[src/rtl/stack_seq_if.sv]
// stack_seq_if
//   Byte-wide memory bus used by the push/pull sequencer to reach the stack.
//
//   mem_addr  : byte address (the selected stack pointer)
//   mem_dout  : byte to write
//   mem_din   : byte read back, valid while mem_ready=1
//   mem_we    : write strobe
//   mem_rd    : read strobe
//   mem_ready : completes the current transaction
//
//   master = the sequencer, slave = the memory.
interface stack_seq_if;
  logic [15:0] mem_addr;
  logic [7:0]  mem_dout;
  logic [7:0]  mem_din;
  logic        mem_we;
  logic        mem_rd;
  logic        mem_ready;

  modport master (
    output mem_addr,
    output mem_dout,
    output mem_we,
    output mem_rd,
    input  mem_din,
    input  mem_ready
  );

  modport slave (
    input  mem_addr,
    input  mem_dout,
    input  mem_we,
    input  mem_rd,
    output mem_din,
    output mem_ready
  );
endinterface

[src/rtl/stack_seq.sv]
// stack_seq
//   Push/pull sequencer for PSHS/PSHU/PULS/PULU and interrupt-frame stacking.
//   Walks the postbyte register mask and moves one byte per memory
//   transaction between the register block and the stack, using the register
//   block's selected stack pointer (reg_su) as the address.
//
//   Ports
//     clk_in, reset          : clock, asynchronous active-high reset
//     start, is_pull         : begin an operation (IDLE only); 1 = pull, 0 = push
//     sel_s, use_s           : stack select in (1 = S); latched copy out to the register block
//     postbyte               : register mask (7 PC, 6 other SP, 5 Y, 4 X, 3 DP, 2 B, 1 A, 0 CC)
//     busy, done             : operation in progress; one-cycle completion pulse
//     reg_su                 : selected stack pointer value
//     path_left_addr/_data   : register code being pushed and its value
//     ccr_in                 : current CCR, pushed for the CC bit
//     dec_su, inc_su         : adjust the selected stack pointer at the closing edge
//     write_reg, write_reg_addr, data_w : register write port for pulled values
//     mem                    : byte memory bus (stack_seq_if master)
module stack_seq (
  input  logic        clk_in,
  input  logic        reset,
  input  logic        start,
  input  logic        is_pull,
  input  logic        sel_s,
  input  logic [7:0]  postbyte,
  output logic        use_s,
  output logic        busy,
  output logic        done,
  input  logic [15:0] reg_su,
  output logic [3:0]  path_left_addr,
  input  logic [15:0] path_left_data,
  input  logic [7:0]  ccr_in,
  output logic        dec_su,
  output logic        inc_su,
  output logic        write_reg,
  output logic [3:0]  write_reg_addr,
  output logic [15:0] data_w,
  stack_seq_if.master mem
);

  // Register block codes
  localparam logic [3:0] RN_X  = 4'd1;
  localparam logic [3:0] RN_Y  = 4'd2;
  localparam logic [3:0] RN_U  = 4'd3;
  localparam logic [3:0] RN_S  = 4'd4;
  localparam logic [3:0] RN_PC = 4'd5;
  localparam logic [3:0] RN_A  = 4'd8;
  localparam logic [3:0] RN_B  = 4'd9;
  localparam logic [3:0] RN_CC = 4'd10;
  localparam logic [3:0] RN_DP = 4'd11;

  typedef enum logic [2:0] {
    IDLE  = 3'd0,
    DEC   = 3'd1,
    WRITE = 3'd2,
    READ  = 3'd3,
    INC   = 3'd4,
    DONE  = 3'd5
  } state_t;

  state_t      state, state_nxt;
  logic [7:0]  mask, mask_nxt;
  logic        pull_q, pull_nxt;
  logic        sel_q, sel_nxt;
  logic        hi, hi_nxt;
  logic [7:0]  lo_byte, lo_byte_nxt;
  logic [7:0]  hi_byte, hi_byte_nxt;

  logic [2:0]  cur_idx;
  logic        cur_wide;
  logic [3:0]  cur_code;
  logic [7:0]  mask_cleared;
  logic [7:0]  push_byte;

  // Register currently being moved: pushes take the highest set bit,
  // pulls the lowest, so the loop direction picks the winner.
  always_comb begin
    cur_idx = 3'd0;
    if (pull_q) begin
      for (int i = 7; i >= 0; i--)
        if (mask[i]) cur_idx = 3'(i);
    end else begin
      for (int i = 0; i < 8; i++)
        if (mask[i]) cur_idx = 3'(i);
    end
  end

  // Bits 4..7 are the 16-bit registers.
  assign cur_wide     = cur_idx[2];
  assign mask_cleared = mask & ~(8'd1 << cur_idx);

  // Bit 6 is always the stack that is not being used for the transfer.
  always_comb begin
    cur_code = RN_CC;
    case (cur_idx)
      3'd7:    cur_code = RN_PC;
      3'd6:    cur_code = sel_q ? RN_U : RN_S;
      3'd5:    cur_code = RN_Y;
      3'd4:    cur_code = RN_X;
      3'd3:    cur_code = RN_DP;
      3'd2:    cur_code = RN_B;
      3'd1:    cur_code = RN_A;
      default: cur_code = RN_CC;
    endcase
  end

  // CC comes from the live CCR rather than the register path; 16-bit
  // registers go out low byte first (hi=0) then high byte.
  always_comb begin
    if (cur_idx == 3'd0)
      push_byte = ccr_in;
    else if (cur_wide && hi)
      push_byte = path_left_data[15:8];
    else
      push_byte = path_left_data[7:0];
  end

  assign path_left_addr = cur_code;
  assign write_reg_addr = cur_code;
  assign mem.mem_addr   = reg_su;
  assign mem.mem_dout   = (state == WRITE) ? push_byte : 8'h00;
  assign busy           = (state != IDLE);
  assign done           = (state == DONE);
  assign use_s          = sel_q;

  always_ff @(posedge clk_in or posedge reset) begin
    if (reset) begin
      state   <= IDLE;
      mask    <= 8'h00;
      pull_q  <= 1'b0;
      sel_q   <= 1'b1;
      hi      <= 1'b0;
      lo_byte <= 8'h00;
      hi_byte <= 8'h00;
    end else begin
      state   <= state_nxt;
      mask    <= mask_nxt;
      pull_q  <= pull_nxt;
      sel_q   <= sel_nxt;
      hi      <= hi_nxt;
      lo_byte <= lo_byte_nxt;
      hi_byte <= hi_byte_nxt;
    end
  end

  // Next-state and strobe logic. Stack pointer adjustments land at the end
  // of DEC/INC, so WRITE sees the decremented pointer and READ the pointer
  // before its increment.
  always_comb begin
    state_nxt   = state;
    mask_nxt    = mask;
    pull_nxt    = pull_q;
    sel_nxt     = sel_q;
    hi_nxt      = hi;
    lo_byte_nxt = lo_byte;
    hi_byte_nxt = hi_byte;
    dec_su      = 1'b0;
    inc_su      = 1'b0;
    write_reg   = 1'b0;
    data_w      = 16'h0000;
    mem.mem_we  = 1'b0;
    mem.mem_rd  = 1'b0;

    case (state)
      IDLE: begin
        if (start) begin
          mask_nxt = postbyte;
          pull_nxt = is_pull;
          sel_nxt  = sel_s;
          hi_nxt   = 1'b0;
          if (postbyte == 8'h00)
            state_nxt = DONE;
          else if (is_pull)
            state_nxt = READ;
          else
            state_nxt = DEC;
        end
      end

      DEC: begin
        dec_su    = 1'b1;
        state_nxt = WRITE;
      end

      WRITE: begin
        mem.mem_we = 1'b1;
        if (mem.mem_ready) begin
          if (cur_wide && !hi) begin
            hi_nxt    = 1'b1;
            state_nxt = DEC;
          end else begin
            hi_nxt    = 1'b0;
            mask_nxt  = mask_cleared;
            state_nxt = (mask_cleared != 8'h00) ? DEC : DONE;
          end
        end
      end

      READ: begin
        mem.mem_rd = 1'b1;
        if (mem.mem_ready) begin
          lo_byte_nxt = mem.mem_din;
          state_nxt   = INC;
        end
      end

      INC: begin
        inc_su = 1'b1;
        if (cur_wide && !hi) begin
          // First pulled byte of a 16-bit register is its high half.
          hi_byte_nxt = lo_byte;
          hi_nxt      = 1'b1;
          state_nxt   = READ;
        end else begin
          write_reg = 1'b1;
          data_w    = cur_wide ? {hi_byte, lo_byte} : {8'h00, lo_byte};
          hi_nxt    = 1'b0;
          mask_nxt  = mask_cleared;
          state_nxt = (mask_cleared != 8'h00) ? READ : DONE;
        end
      end

      DONE: begin
        state_nxt = IDLE;
      end

      default: begin
        state_nxt = IDLE;
      end
    endcase
  end

endmodule
[src/flat_wrapper.sv]
// flat-port wrapper written by rule: the top's interface ports become plain ports
module stack_seq_flat 
  (clk_in, reset, start, is_pull, sel_s, postbyte, use_s, busy, done, reg_su, path_left_addr, path_left_data, ccr_in, dec_su, inc_su, write_reg, write_reg_addr, data_w, mem_mem_addr, mem_mem_dout, mem_mem_we, mem_mem_rd, mem_mem_din, mem_mem_ready);
  stack_seq_if mem_i ();
  input  logic clk_in;
  input  logic reset;
  input  logic start;
  input  logic is_pull;
  input  logic sel_s;
  input  logic [7:0] postbyte;
  output logic use_s;
  output logic busy;
  output logic done;
  input  logic [15:0] reg_su;
  output logic [3:0] path_left_addr;
  input  logic [15:0] path_left_data;
  input  logic [7:0] ccr_in;
  output logic dec_su;
  output logic inc_su;
  output logic write_reg;
  output logic [3:0] write_reg_addr;
  output logic [15:0] data_w;
  output wire logic [$bits(mem_i.mem_addr)-1:0] mem_mem_addr;
  output wire logic [$bits(mem_i.mem_dout)-1:0] mem_mem_dout;
  output wire logic [$bits(mem_i.mem_we)-1:0] mem_mem_we;
  output wire logic [$bits(mem_i.mem_rd)-1:0] mem_mem_rd;
  input wire logic [$bits(mem_i.mem_din)-1:0] mem_mem_din;
  input wire logic [$bits(mem_i.mem_ready)-1:0] mem_mem_ready;
  assign mem_mem_addr = mem_i.mem_addr;
  assign mem_mem_dout = mem_i.mem_dout;
  assign mem_mem_we = mem_i.mem_we;
  assign mem_mem_rd = mem_i.mem_rd;
  assign mem_i.mem_din = mem_mem_din;
  assign mem_i.mem_ready = mem_mem_ready;
  stack_seq u_core (.clk_in(clk_in), .reset(reset), .start(start), .is_pull(is_pull), .sel_s(sel_s), .postbyte(postbyte), .use_s(use_s), .busy(busy), .done(done), .reg_su(reg_su), .path_left_addr(path_left_addr), .path_left_data(path_left_data), .ccr_in(ccr_in), .dec_su(dec_su), .inc_su(inc_su), .write_reg(write_reg), .write_reg_addr(write_reg_addr), .data_w(data_w), .mem(mem_i));
endmodule
[config.mk]
export PLATFORM = sky130hd
export DESIGN_NAME = stack_seq_flat
export DESIGN_NICKNAME = d
export VERILOG_FILES = /design/src/rtl/stack_seq_if.sv /design/src/rtl/stack_seq.sv /design/src/flat_wrapper.sv
export SDC_FILE = /design/constraint.sdc
export NUM_CORES = 1
export LEC_CHECK = 0
export ABC_AREA = 1
export BUFFER_PORTS_ARGS = -buffer_cell sky130_fd_sc_hd__buf_2
export CAP_MARGIN = 15
export CORE_ASPECT_RATIO = 0.5
export CORE_MARGIN = 1
export CORE_UTILIZATION = 50
export CTS_BUF_LIST = sky130_fd_sc_hd__clkbuf_8
export DETAILED_ROUTE_END_ITERATION = 8
export GPL_ROUTABILITY_DRIVEN = 0
export PLACE_DENSITY_LB_ADDON = 0.08
export SETUP_SLACK_MARGIN = 0.15
export SYNTH_ARGS = -nofsm -noshare
export SYNTH_HDL_FRONTEND = slang
export SYNTH_SLANG_ARGS = --single-unit
[constraint.sdc]
create_clock -name clk_in -period 3.8 [get_ports clk_in]
set_clock_uncertainty 0.1 [all_clocks]
set_input_delay 0.76 -clock clk_in [delete_from_list [all_inputs] [get_ports clk_in]]
set_output_delay 0.76 -clock clk_in [all_outputs]
set_load 0.01 [all_outputs]
### After elaboration in Yosys (flattened, before gate mapping)

Cells that the tools add are included.

| storage, ports and cells | value |
|---|---|
| register bits after elaboration | 30 |
| output and inout bits | 56 |
| input bits | 62 |

| operators by class | value |
|---|---|
| shift-type cells | 1 |
| multiplexer cells | 48 |
| reduce and logical (&&, ||, !) cells | 14 |
| bitwise operators | 2 |
| equal/unequal tests | 15 |

Operator list:

| kind | number |
|---|---|
| 3-bit 2-to-1 mux | 22 |
| 16-bit 2-to-1 mux | 3 |
| 8-bit 2-to-1 mux | 6 |
| 4-bit case mux with 7 select lines | 1 |
| 8-bit case mux with 3 select lines | 1 |
| 3-bit equality test, second input constant | 6 |
| 3-bit case mux with 5 select lines | 1 |
| 3-bit by 2-bit equality test with 1-bit output, second input constant | 4 |
| 1-bit 2-to-1 mux | 10 |
| 8-bit bitwise AND | 1 |
| 8-bit zero test | 1 |
| 8-bit NOT | 1 |
| 8-bit nonzero test | 1 |
| 1-bit by 3-bit left shift with 8-bit output, first input constant | 1 |
| 3-bit by 1-bit equality test with 1-bit output, second input constant | 2 |
| 3-bit zero test | 2 |
| 2-bit 2-to-1 mux | 3 |
| 2-bit != test, second input constant | 3 |
| 2-bit AND reduction | 3 |
| 3-bit AND reduction | 2 |
| 3-bit nonzero test | 2 |
| 1-bit case mux with 3 select lines | 1 |
| 1-bit logical AND | 2 |
| 1-bit zero test | 1 |

### Longest topological paths before layout

Gate-level depths: netlist of run 1.

| logic depth | value |
|---|---|
| word-level depth | 17 |
| gate-level depth with buffers | 19 |

### Worst setup path before layout of run 1

OpenSTA, ideal clock, no wires.

| timing path | value |
|---|---|
| kind | flip-flop to output port |
| start point | reg u_core.mask[2] |
| end point | out write_reg_addr[1] |
| data required time | 2940 ps |
| cell stages (with the launch flop) | 11 |
| setup slack | 1271 ps |
| arrival | 1669 ps |
| cell sequence | dfrtp_1 -> inv_1 -> a21oi_1 -> o21ai_0 -> nand2_1 -> nand2_1 -> nand2_2 -> nand3_4 -> buf_2 -> o2111ai_1 -> buf_4 |

| on the way | value |
|---|---|
| cells in the longest elaborated chain, start to end | 9 |

Ends and longest elaborated chain:

| what | RTL line | RTL |
|---|---|---|
| start, declared | stack_seq.sv:62 | `logic [7:0] mask, mask_nxt;` |
| start signal, assigned | stack_seq.sv:137 | `mask <= mask_nxt;` |
| 2-bit 2-to-1 mux (2 in series) | stack_seq.sv:84 | `if (mask[i]) cur_idx = 3'(i);` |
| 3-bit 2-to-1 mux (4 in series) | stack_seq.sv:84 |  |
| 3-bit 2-to-1 mux (*) | stack_seq.sv:79 | `if (pull_q) begin` |
| 3-bit by 1-bit equality test with 1-bit output (tied with other cells) | stack_seq.sv:95 | `case (cur_idx)` |
| 4-bit case mux with 7 select lines (*) | stack_seq.sv:95 |  |
| end, declared | flat_wrapper.sv:21 | `output logic [3:0] write_reg_addr;` |

Mark *: on every way between the ends. The rest lies on a longest branch, timed or not.

### Worst setup path in the final report of run 1

| timing path | value |
|---|---|
| start point | reg u_core.mask[2] |
| end point | out mem_mem_dout[6] |

| on the way | value |
|---|---|
| cells in the longest elaborated chain, start to end | 10 |

Ends and longest elaborated chain:

| what | RTL line | RTL |
|---|---|---|
| 2-bit 2-to-1 mux (2 in series) | stack_seq.sv:84 |  |
| 3-bit 2-to-1 mux (4 in series) | stack_seq.sv:84 |  |
| 3-bit 2-to-1 mux (*) | stack_seq.sv:79 |  |
| 3-bit zero test | stack_seq.sv:110 | `if (cur_idx == 3'd0)` |
| 8-bit 2-to-1 mux (*) | stack_seq.sv:110 |  |
| 8-bit 2-to-1 mux (*) | stack_seq.sv:121 | `assign mem.mem_dout = (state == WRITE) ? push_byte : 8'h00;` |
| end, declared | flat_wrapper.sv:24 | `output wire logic [$bits(mem_i.mem_dout)-1:0] mem_mem_dout;` |

Marked as above.

==> metrics, run 1 <==
number of violations of the max-capacitance limit=0; mean instance size in the synthesized netlist=7.167 µm²; net count after synthesis=360; RSZ-0062 raised after global routing=no; final setup TNS=0 ps; quantity of I/O buffers inserted on ports=85; final slew viol count=0; dpl hpwl=4131 µm; initial cell density of the core=0.5334; commonest cells after routing, fill and taps aside=buf_2, nand2_1, inv_1; number of iterations in the first detailed-routing pass=4; endpoint type of the worst setup path=output port; fraction of final layout cells sized beyond drive strength 1=0.3443; leading cell type in the layout, fill and taps excluded=buf_2; Post-CTS Hold Fix Bufs=0; Layout fillers=387; via count of the routed design=2168; global router's overall resource usage=0.2412; remaining design rule violation count=0; portion of the post-synthesis area used by sequential elements=0.3521; die width=94.43 µm; final setup margin=863.9 ps; per-cell via count in the routed design=5.162; Worst-Skew Late Latency=290 ps; Final Hold Violating Endpoints=0; clock root buffer master=clkbuf_8; worst-path maximum fanout=19; floorplan row count=16; Warnings, synthesis=0; Cell Area, Synth=2136 µm²; CTS resizes=0; deepest level of the CTS H-tree=2; flops & latches, synth=30; critical path type=reg -> out; Worst-path clk slew=70 ps; Worst Setup Start Kind=flop; transition time at the pin with the least slew margin=486.8 ps; R2R setup slack=1530 ps; Hold WC Path Type=in -> async; post-CTS setup buffers=0; detailed-route wire length=5287 µm; endpoint arrival time on the critical path=2080 ps; clock tree from TritonCTS=built; time the worst path needs with I/O delays and setup=2936 ps; worst vdd ir=0.3028 mV; area of the die=4553 µm²; Critical Path RT=2940 ps; initial antenna violation count=0; routed wire length per instance=12.59 µm; growth of design area from synthesis to finish=20.21%; DIE HEIGHT=48.22 µm; leakage dissipation=1.370 nW; maximum operating frequency=340.6 MHz; core footprint=4004 µm²; clock buffer count from CTS=5; final setup violating endpoints=0; maximum number of pins on one net before global-route repair=31; total I/O pin count=118; Place WS=1190 ps; Antenna Cells=0; run status=finished, final reports clean; buffer depth of the longest clock path=2; first-pass GRT wire length=8045 µm; power density cells=945.5 nW/µm²; relative max-transition margin=0.6747; remaining global-route overflow=0; TritonCTS Sinks=30; post-layout net count=427; synthesized instance count=298; number of global-route vias before repair=1822; count of nets left with antenna violations after detail routing=0; ratio of final minimum period to clock period=0.7727; count of distinct cell types in the synthesized netlist=35; number of design-rule violations left by the first detailed-router iteration=80
final cells by class:
class	count	area, µm²	share of cell area
repair buffers	87	460.4	0.1793
multi-input cells	199	1032	0.4020
inverters	42	160.2	0.06238
clock inverters	2	12.51	0.004873
flip-flops and latches	30	752.0	0.2929
well taps	54	67.56	0.02632
clock buffers	6	82.58	0.03216
synth_stat cells, drive strengths merged:
| master | n | share of area |
|---|---|---|
| nand2 | 61 | 0.12 |
| o22ai | 7 | 0.029 |
| a21oi | 23 | 0.061 |
| o21a | 1 | 0.0035 |
| nor4 | 2 | 0.0059 |
| nor2 | 33 | 0.073 |
| nand3 | 16 | 0.043 |
| clkinv | 1 | 0.0018 |
| a31oi | 8 | 0.023 |
| o2111ai | 1 | 0.0041 |
| nand4 | 2 | 0.0059 |
| dfstp | 1 | 0.012 |
| dfrtp | 29 | 0.34 |
| or2 | 1 | 0.0029 |
| clkbuf | 2 | 0.0035 |
| buf | 25 | 0.086 |
| inv | 41 | 0.073 |
| o21ai | 31 | 0.078 |
| and2 | 1 | 0.0029 |
| nor3 | 12 | 0.033 |
stage by stage:
stage          cells  total power, mW  hold WS [ps]  utilization  area (µm²)
5_1_grt          420            2.647         414.1       0.6413        2567
3_3_place_gp     411            2.117         371.0       0.6106        2445
4_1_cts          419            2.428         393.4       0.6344        2540
3_5_place_dp     411            2.146         376.0       0.6106        2445
2_1_floorplan    298            1.835         358.8            -        2136
6_report         420            2.428         372.8       0.6413        2567
kinds of logic after synthesis:
logic type	share of synthesized area
compound gates	0.1992
simple gates	0.2841
buf+inv	0.1646
flops	0.3521
where the power goes:
part	switching [mW]	internal, mW	total [mW]	leakage [nW]
clock	0.128	0.145	0.274	0.0472
combinational	1.01	0.533	1.54	0.967
sequential	0.133	0.478	0.611	0.356
total	1.27	1.16	2.43	1.37
registers in the layout, indices dropped and copies added, names as in the netlist:
signal and cells:
u_core.hi_byte 8, u_core.use_s 1, u_core.pull_q 1, u_core.lo_byte 8, u_core.mask 8, u_core.state 3
u_core.hi 1
final timing paths:
kind	cells past startpoint	end	start
max reg2reg	7	u_core.mask[0]	u_core.state[2]
min in group clk_in	2	u_core.hi_byte[5]	u_core.lo_byte[5]
max in group asynchronous	4	u_core.use_s	reset
max	10	mem_mem_dout[6]	u_core.mask[2]
min	2	u_core.hi_byte[0]	reset
min reg2reg	2	u_core.hi_byte[5]	u_core.lo_byte[5]
worst max-delay path: stages, from the launching register on:
cell and delay (ps):
dfrtp_1 400, inv_1 150, a21oi_1 90, o21ai_0 150, nand2_1 70, nand2_1 160, nand2_2 140, nand3_4 180
o21ai_0 120, a31oi_1 180, buf_2 160
layer usage:
| metal | up-vias | share of wire | track usage |
|---|---|---|---|
| met5 | - | 0 | 0 |
| met2 | 77 | 0.46 | 0.3957 |
| li1 | 1099 | - | - |
| met1 | 964 | 0.46 | 0.2939 |
| met3 | 28 | 0.055 | 0.06698 |
| met4 | 0 | 0.032 | 0.1600 |
(Power assumes the default switching activity.)
==> inputs of run 2 (changes only) <==
- CORE_UTILIZATION: 50 -> 46
- clock period: 3.8 -> 2.8 ns (I/O delays scaled with it)
==> run 2 against run 1 <==
Compared with the run above:
- the run now ends with design-rule violations left
- first-iteration DRC count rose by 70%
- utilization is 3.9 points lower
- largest cell class unchanged
- largest power group unchanged
- global-route usage is essentially flat
- combinational power rose by 52%
==> metrics, run 2 (same netlist as run 1, synthesis figures left out) <==
initial antenna violation count=0; Worst-path clk slew=70 ps; Critical Path RT=2140 ps; clock buffer count from CTS=5; via count of the routed design=2200; TritonCTS Sinks=30; leading cell type in the layout, fill and taps excluded=buf_2; largest registers=u_core.hi_byte x8, u_core.lo_byte x8, u_core.mask x8; final design utilization=0.6024; endpoint type of the worst setup path=output port; per-cell via count in the routed design=5.116; time the worst path needs with I/O delays and setup=2544 ps; worst vdd ir=0.4832 mV; worst-path maximum fanout=6; Antenna Cells=0; final setup violating endpoints=0; deepest level of the CTS H-tree=2; endpoint arrival time on the critical path=1880 ps; remaining global-route overflow=0; growth of design area from synthesis to finish=24.78%; transition time at the pin with the least slew margin=518.3 ps; maximum number of pins on one net before global-route repair=31; total I/O pin count=118; routed wire length per instance=12.87 µm; Top delay family on crit path=compound AO/OA/AOI/OAI gates; final hold slack=241.1 ps; number of iterations in the first detailed-routing pass=9; maximum operating frequency=393.1 MHz; buffers plus inverters on the worst setup path=2; Hold WC Path Type=in -> async; final setup TNS=0 ps; count of nets left with antenna violations after detail routing=0; RSZ-0062 raised after global routing=yes; clock tree from TritonCTS=built; ratio of final minimum period to clock period=0.9086; number of cells in the design after placement=414; die width=98.37 µm; leakage dissipation=1.406 nW; Final Hold Violating Endpoints=0; power density cells=1329 nW/µm²; detailed-route wire length=5532 µm; final slew viol count=0; commonest cells after routing, fill and taps aside=buf_2, nand2_1, inv_1; final setup margin=256.0 ps; critical path type=reg -> out; run status=complete, but fails checks; Worst Setup Start Kind=flop; first-pass GRT wire length=9301 µm; remaining design rule violation count=6; Place WS=424.7 ps; R2R setup slack=520 ps; Worst-Skew Late Latency=280 ps; area of the die=4936 µm²; fraction of final layout cells sized beyond drive strength 1=0.3780; floorplan row count=17; DIE HEIGHT=50.18 µm; initial cell density of the core=0.4827; clock root buffer master=clkbuf_8; slowest CP cell=dfrtp_1; R2R cell count=7; quantity of I/O buffers inserted on ports=85; core footprint=4424 µm²; relative max-transition margin=0.6536; failing checks=design-rule violations; r2r startpoint=u_core.state[2]; buffer depth of the longest clock path=2; dpl hpwl=4120 µm; global router's overall resource usage=0.2409; number of standard cells in the layout, taps in and fillers out=430; number of violations of the max-capacitance limit=0; Layout fillers=434; post-layout net count=434; number of global-route vias before repair=2114; Critical Path Max Stage Delay=400 ps; FF-to-FF End=u_core.mask[0]; number of design-rule violations left by the first detailed-router iteration=136; cells traversed along the worst timing path=inv_1 -> a21oi_1 -> o21ai_0 -> nand2_1 -> nand2_2 -> nand2_4 -> nand3_4 -> o21ai_1 -> a31oi_1 -> buf_2
## run 2: worst max path at each step
stage / start / end / slack [ps] / cells past startpoint
after floorplan: u_core.mask[2] / write_reg_addr[1] / 470 / 10
after global placement: u_core.mask[1] / data_w[0] / 450 / 9
after detailed placement: u_core.mask[2] / mem_mem_dout[4] / 420 / 10
after CTS: u_core.mask[2] / mem_mem_dout[4] / 140 / 10
after global routing: u_core.mask[6] / mem_mem_dout[0] / 100 / 14
final: u_core.mask[2] / mem_mem_dout[4] / 260 / 10
## run 2: layout make-up
| class | instances | area (µm²) | area share |
|---|---|---|---|
| Clock buffer | 6 | 82.58 | 0.03099 |
| Clock inverter | 2 | 12.51 | 0.004695 |
| Inverter | 42 | 168.9 | 0.06338 |
| Multi-Input combinational cell | 201 | 1099 | 0.4122 |
| Sequential cell | 30 | 753.2 | 0.2826 |
| Tap cell | 57 | 71.32 | 0.02676 |
| Timing Repair Buffer | 92 | 478.0 | 0.1793 |
## run 2: metal layers
layer / track usage / routed length [µm] / vias to the layer above
met2: 0.4096 / 2595 / 62
met1: 0.2909 / 2501 / 1009
met3: 0.06964 / 331 / 19
li1: - / - / 1110
met5: 0 / 0 / -
met4: 0.1020 / 104 / 0
## run 2: stage by stage
stage	cell area, µm²	power (mW)
global route	2665	3.868
detailed placement	2449	2.904
CTS	2569	3.334
finish	2665	3.543
global placement	2449	2.868
floorplan	2136	2.491
## run 2: timing repair
item	CTS	global route
hold buffers	0	0
setup endpoints to repair	17	26
resized for setup	2	23
pin swaps	0	2
setup buffers	1	5
gates cloned	1	1
## run 2: where the power goes
part	leakage, nW	switching [mW]	total, mW	internal, mW
clock network	0.0472	0.170	0.368	0.197
registers	0.355	0.190	0.840	0.650
logic	1.00	1.49	2.34	0.846
total	1.41	1.85	3.54	1.69
## run 2: tightest hold or removal path: cells and delay by family
| kind | cells | cell delay [ps] |
|---|---|---|
| buf+inv | 3 | 470 |
